===== src/rtl/id_ex_stage.sv =====
// ID/EX pipeline register with operand forwarding, capture-time register-file
// bypass and load-use hazard detection. Feeds the execute ALU directly.
module id_ex_stage #(
    parameter int unsigned N = 32,
    parameter int unsigned R = 4
) (
    input  logic         clk,
    input  logic         rst,
    input  logic         id_valid,
    input  logic [3:0]   id_opcode,
    input  logic [R-1:0] id_rs1,
    input  logic [R-1:0] id_rs2,
    input  logic [R-1:0] id_rd,
    input  logic [N-1:0] id_rd1,
    input  logic [N-1:0] id_rd2,
    input  logic         id_use_imm,
    input  logic [N-1:0] id_imm,
    input  logic         id_reg_write,
    input  logic         id_mem_read,
    input  logic         flush,
    input  logic         exm_reg_write,
    input  logic [R-1:0] exm_rd,
    input  logic [N-1:0] exm_result,
    input  logic         wb_reg_write,
    input  logic [R-1:0] wb_rd,
    input  logic [N-1:0] wb_data,
    output logic         stall,
    output logic         ex_valid,
    output logic [3:0]   ex_opcode,
    output logic [R-1:0] ex_rd,
    output logic         ex_reg_write,
    output logic         ex_mem_read,
    output logic [N-1:0] ex_operandA,
    output logic [N-1:0] ex_operandB
);

    // Unused ALU code: a bubble produces a zero result.
    localparam logic [3:0] OPC_BUBBLE = 4'b1111;

    logic         valid_q,     valid_d;
    logic [3:0]   opcode_q,    opcode_d;
    logic [R-1:0] rs1_q,       rs1_d;
    logic [R-1:0] rs2_q,       rs2_d;
    logic [R-1:0] rd_q,        rd_d;
    logic         use_imm_q,   use_imm_d;
    logic         reg_write_q, reg_write_d;
    logic         mem_read_q,  mem_read_d;
    logic [N-1:0] a_raw_q,     a_raw_d;
    logic [N-1:0] b_raw_q,     b_raw_d;

    // Load in EX whose destination is read by the decode instruction.
    always_comb begin
        stall = id_valid & valid_q & mem_read_q & (rd_q != '0) & ~flush &
                ((id_rs1 == rd_q) | (~id_use_imm & (id_rs2 == rd_q)));
    end

    // Next EX contents: bubble unless a live, unstalled, unflushed instruction.
    always_comb begin
        valid_d     = 1'b0;
        opcode_d    = OPC_BUBBLE;
        rs1_d       = '0;
        rs2_d       = '0;
        rd_d        = '0;
        use_imm_d   = 1'b0;
        reg_write_d = 1'b0;
        mem_read_d  = 1'b0;
        a_raw_d     = '0;
        b_raw_d     = '0;
        if (id_valid && !flush && !stall) begin
            valid_d     = 1'b1;
            opcode_d    = id_opcode;
            rs1_d       = id_rs1;
            rs2_d       = id_rs2;
            rd_d        = id_rd;
            use_imm_d   = id_use_imm;
            reg_write_d = id_reg_write;
            mem_read_d  = id_mem_read;
            a_raw_d     = (wb_reg_write && wb_rd == id_rs1 && id_rs1 != '0) ? wb_data : id_rd1;
            if (id_use_imm) begin
                b_raw_d = id_imm;
            end else begin
                b_raw_d = (wb_reg_write && wb_rd == id_rs2 && id_rs2 != '0) ? wb_data : id_rd2;
            end
        end
    end

    always_ff @(posedge clk) begin
        if (rst) begin
            valid_q     <= 1'b0;
            opcode_q    <= OPC_BUBBLE;
            rs1_q       <= '0;
            rs2_q       <= '0;
            rd_q        <= '0;
            use_imm_q   <= 1'b0;
            reg_write_q <= 1'b0;
            mem_read_q  <= 1'b0;
            a_raw_q     <= '0;
            b_raw_q     <= '0;
        end else begin
            valid_q     <= valid_d;
            opcode_q    <= opcode_d;
            rs1_q       <= rs1_d;
            rs2_q       <= rs2_d;
            rd_q        <= rd_d;
            use_imm_q   <= use_imm_d;
            reg_write_q <= reg_write_d;
            mem_read_q  <= mem_read_d;
            a_raw_q     <= a_raw_d;
            b_raw_q     <= b_raw_d;
        end
    end

    // EX/MEM result beats MEM/WB data; r0 is never forwarded.
    always_comb begin
        ex_operandA = '0;
        ex_operandB = '0;
        if (valid_q) begin
            if (exm_reg_write && exm_rd == rs1_q && rs1_q != '0) begin
                ex_operandA = exm_result;
            end else if (wb_reg_write && wb_rd == rs1_q && rs1_q != '0) begin
                ex_operandA = wb_data;
            end else begin
                ex_operandA = a_raw_q;
            end
            if (use_imm_q) begin
                ex_operandB = b_raw_q;
            end else if (exm_reg_write && exm_rd == rs2_q && rs2_q != '0) begin
                ex_operandB = exm_result;
            end else if (wb_reg_write && wb_rd == rs2_q && rs2_q != '0) begin
                ex_operandB = wb_data;
            end else begin
                ex_operandB = b_raw_q;
            end
        end
    end

    assign ex_valid     = valid_q;
    assign ex_opcode    = opcode_q;
    assign ex_rd        = rd_q;
    assign ex_reg_write = reg_write_q;
    assign ex_mem_read  = mem_read_q;

endmodule


===== config.mk =====
export PLATFORM = sky130hd
export DESIGN_NAME = id_ex_stage
export DESIGN_NICKNAME = d
export VERILOG_FILES = /design/src/rtl/id_ex_stage.sv
export SDC_FILE = /design/constraint.sdc
export NUM_CORES = 1
export LEC_CHECK = 0
export BUFFER_PORTS_ARGS = -buffer_cell sky130_fd_sc_hd__buf_2
export CORE_AREA = 8 8 111 113
export DETAILED_ROUTE_END_ITERATION = 10
export DIE_AREA = 0 0 119 121
export PLACE_DENSITY = 0.87
export SLEW_MARGIN = 10
export SYNTH_ARGS = -nofsm -noshare
export SYNTH_HDL_FRONTEND = slang
export SYNTH_SLANG_ARGS = --single-unit

===== constraint.sdc =====
create_clock -name clk -period 4 [get_ports clk]
set_clock_uncertainty 0.1 [all_clocks]
set_input_delay 0.8 -clock clk [delete_from_list [all_inputs] [get_ports clk]]
set_output_delay 0.8 -clock clk [all_outputs]
set_load 0.02 [all_outputs]

; ---- Word level (Yosys, flattened, before mapping)
; Cells that the tools add are included.
[word_totals]
reg_bits = 84
latch_bits = 0
ram_bits = 0
rom_bits = 0
input_bits = 193
memories = 0
[op_classes]
add_sub_neg = 0
mul = 0
div = 0
order_cmp = 0
eq_ne = 8
n_shift = 0
mux = 11
bitwise = 10
n_reduce_logical = 22
[op_table]
columns = op, count
row1 = $mux 32, 10
row2 = $eq 4x4->1, 8
row3 = $reduce_bool 4->1, 5
row4 = $logic_and 1x1->1, 14
row5 = $and 1x1->1, 6
row6 = $not 1->1, 3
row7 = $logic_not 1->1, 2
row8 = $reduce_or 2->1, 1
row9 = $mux 1, 1
row10 = $or 1x1->1, 1

; ---- Longest topological paths before layout
[logic_depth]
depth_word = 9
ltp_mapped = 8
ltp_nobuf = 5

; ---- Worst setup path before layout
; OpenSTA, ideal clock, no wires.
[synth_timing]
path_kind = input port to output port
startpoint = in wb_rd[2]
endpoint = out ex_operandB[0]
arrival_ns = 2.479
required_time_ns = 3.100
slack_ns = 0.621
stages = 7
path_buffers = 2
path_cell_list = buf_2 > xor2_1 > nor4_1 > o21ai_1 > buf_2 > mux2i_1 > a221oi_1
[synth_via]
elab_chain_cells = 7
[synth_lines]
columns = item, line_no
row1 = start: declaration, 25  ; input logic [R-1:0] wb_rd,
row2 = $eq 4x4->1, 129  ; end else if (wb_reg_write && wb_rd == rs2_q && rs2_q != '0) begin
row3 = $logic_and 1x1->1 (2 in series), 129
row4 = $mux 32, 129
row5 = $mux 32, 127  ; end else if (exm_reg_write && exm_rd == rs2_q && rs2_q != '0) begin
row6 = $mux 32, 125  ; if (use_imm_q) begin
row7 = $mux 32, 117  ; if (valid_q) begin
row8 = end: declaration, 34  ; output logic [N-1:0] ex_operandB
; No other way between the ends.

; ---- Worst setup path after layout
[layout_timing]
startpoint = in wb_rd[2]
endpoint = out ex_operandB[29]
; Same word-level chain as after synthesis.

==> results.md <==
* VDD IR max at 148 µV
* Placer Congestion at 0.864
* Synth Cell Area at 5160 µm²
* Die Y at 121 µm
* Fin. max-slew vios at 0
* DRC at 0
* #FFs+latches synth at 84
* # placed instances at 1027
* Hold path cells at 2
* Slew headroom at 0.440
* Post-synth EDFFs at 0
* Tcrit/Tclk final at 0.918
* Critical path peak fanout at 19
* Antenna-violating nets left at 0
* Initial antenna violation count at 0
* Die W at 119 µm
* F_max at 272 MHz
* Most frequent cell after synthesis: mux2i_1
* DRT iter0 DRCs at 459
* Post-CTS Hold Fix Bufs at 0
* Syn Inst Count at 662
* Reg2Reg Depth at 6
* Postcts setup bufs at 0
* Port bufs at 268
* Required @ worst endpoint at 3.10 ns
* Cell taking the most area after synthesis: dfxtp_1
* Total grt overflow at 0
* I/O Pins at 269
* Final HPWL DP at 14400 µm
* Clock Tree Root: clkbuf_8
* Worst-Skew Late Latency at 0.35 ns
* Area Overhead vs Synth at 33.3%
* P_leak at 0.00350 µW
* Fraction of layout cells with a size suffix above 1 at 0.346
* DIE AREA at 14400 µm²
* Drt wl/cell at 18.3 µm
* CP Launch Type: input port
* CTS tree: built
* Tmin final at 3.67 ns
* Total negative setup slack at 0 ns
* Total Wirelength at 19100 µm
* Psw at 501 µW
* Syn Area/Cell at 7.79 µm²
* Slowest CP cell: nor4_1
* Data arrival, critical path at 2.77 ns
* Setup Viol. Count Final at 0
* Hold_ws at 0.532 ns
* Clock Path Buffers at 2
* Power share of the combinational group at 0.170
* First-pass GRT wire length at 30000 µm
* Final Non-Filler Cells at 1042
* Pre-Repair DR Iteration Count at 5
* Util after Layout at 0.649
* Mapped Nets at 855
* Worst min-delay path class: input port to register
* Via count at 5921
* Sequential group share of total power at 0.453
* Synth top cells by count: mux2i_1, dfxtp_1, nor2_1, nand2_1, o21ai_0
* Gr usage total at 0.255
* Reg2Reg Launch Point: ex_rd[3]
* Largest net degree at the start of global routing at 66
* Synth Warn # at 0
* Net Sw Frac at 0.259
* Starting Density at 0.487
* Register area share after synthesis at 0.326
* Row count at 38
* Status: finished clean
* Max-Cap Viols at 0
* Worst slew pin tran at 0.840 ns
* Synth cell types at 26
* R2R Path End: a_raw_q[13]
* CP max stage delay at 0.54 ns
* Hold Path End: ex_opcode[0]
* CTS Sinks at 84
* CTS buffer count at 9
* Yosys top cell area share at 0.326
* H-tree depth at 3
* Unrepaired setup endpoints after global routing: no
* Vias/cell at 5.68
* Vias in the first global route at 5872
* Hold Fails Final Rpt at 0
* Ys flop type: dfxtp_1
* Crit-path cells: buf_2 > xor2_1 > nor4_1 > o21ai_4 > buf_4 > mux2i_1 > a221oi_1 > buf_2
* Resize count post-CTS at 0
* R2R Setup Slk at 1.69 ns
* Asr flop ratio synth at 0
* Top post-synthesis cells by area: dfxtp_1, mux2i_1, o21ai_0, nor2_1, a221oi_1
* Core area at 10600 µm²
* Critical path class: input port to output pin
* Reg clk slew, reported paths at 0.09 ns
* Worst setup EP type: output pin
* Worst Hold Launch: id_opcode[0]
* Nets at 1091
* ANT cells at 0
* Most used cell, CP: buf_2
* Internal power at 1440 µW
* Clk network pwr share at 0.377
* Power per cell area at 282 nW/µm²
==> cell families (layout without fill, tap and decap cells) <==
group,Yosys count,in the layout,synth area share
AO/OA/AOI/OAI,169,169,0.218
XOR/XNOR,26,26,0.0441
buffers and inverters,109,349,0.0861
flip-flops,84,84,0.326
multiplexers,96,96,0.186
AND/OR/NAND/NOR,178,178,0.140
==> layout make-up <==
type / count / area, µm²
clock inverter: 5 / 100
timing repair buffer: 284 / 1500
tap: 140 / 175
clock buffer: 10 / 138
fill: 934 / 3720
inverter: 50 / 188
sequential: 84 / 1680
multi-input combinational: 469 / 3100
==> worst max-delay path by stage <==
stage	start	end	slack, ns
CTS	wb_rd[2]	ex_operandB[29]	0.35
finish	wb_rd[2]	ex_operandB[29]	0.33
global route	wb_rd[2]	ex_operandB[29]	0.27
floorplan	wb_rd[2]	ex_operandB[0]	0.62
global placement	wb_rd[2]	ex_operandB[29]	0.46
detailed placement	wb_rd[2]	ex_operandB[29]	0.34
==> worst max-delay path: cells and delay by family <==
kind	cells	cell delay, ns
mux	1	0.16
simple gates	1	0.54
xor+xnor	1	0.18
compound gates	2	0.42
buf+inv	3	0.64
==> metal layers <==
metal / wire length (µm) / GRT usage / up-vias
li1: - / - / 2794
met1: 7210 / 0.275 / 2733
met2: 9570 / 0.454 / 343
met3: 1740 / 0.0717 / 51
met4: 556 / 0.117 / 0
met5: 0 / 0 / -
==> stage by stage <==
step	instance area, µm²	setup slack [ns]	total power [µW]
final	6880	0.327	1940
after global routing	6880	0.269	2030
after CTS	6880	0.346	1950
after detailed placement	6640	0.341	1220
after global placement	6640	0.459	1210
after floorplan	5160	0.621	1050
==> registers in the layout, indices dropped and copies added, names as in the netlist <==
name,cells
a_raw_q,32
use_imm_q,1
ex_rd,4
ex_reg_write,1
rs2_q,4
ex_valid,1
rs1_q,4
ex_opcode,4
b_raw_q,32
ex_mem_read,1
==> cells in the final DEF (no fill, tap or decap), types with 10 or more instances in the layout <==
cell type,instances
a211oi_1,33
a221oi_1,32
a31oi_1,33
buf_2,268
buf_4,13
clkbuf_8,10
dfxtp_1,83
inv_1,49
mux2i_1,96
nand2_1,68
nor2_1,83
o21ai_0,65
xor2_1,18
==> power groups by stage <==
stage	registers (µW)	clock network (µW)	logic, µW
after CTS	877	749	328
after global routing	880	794	358
after global placement	895	0	318
final	877	731	329
after detailed placement	896	0	326
after floorplan	893	0	161
Note: power is estimated with default switching activity, not from simulation.
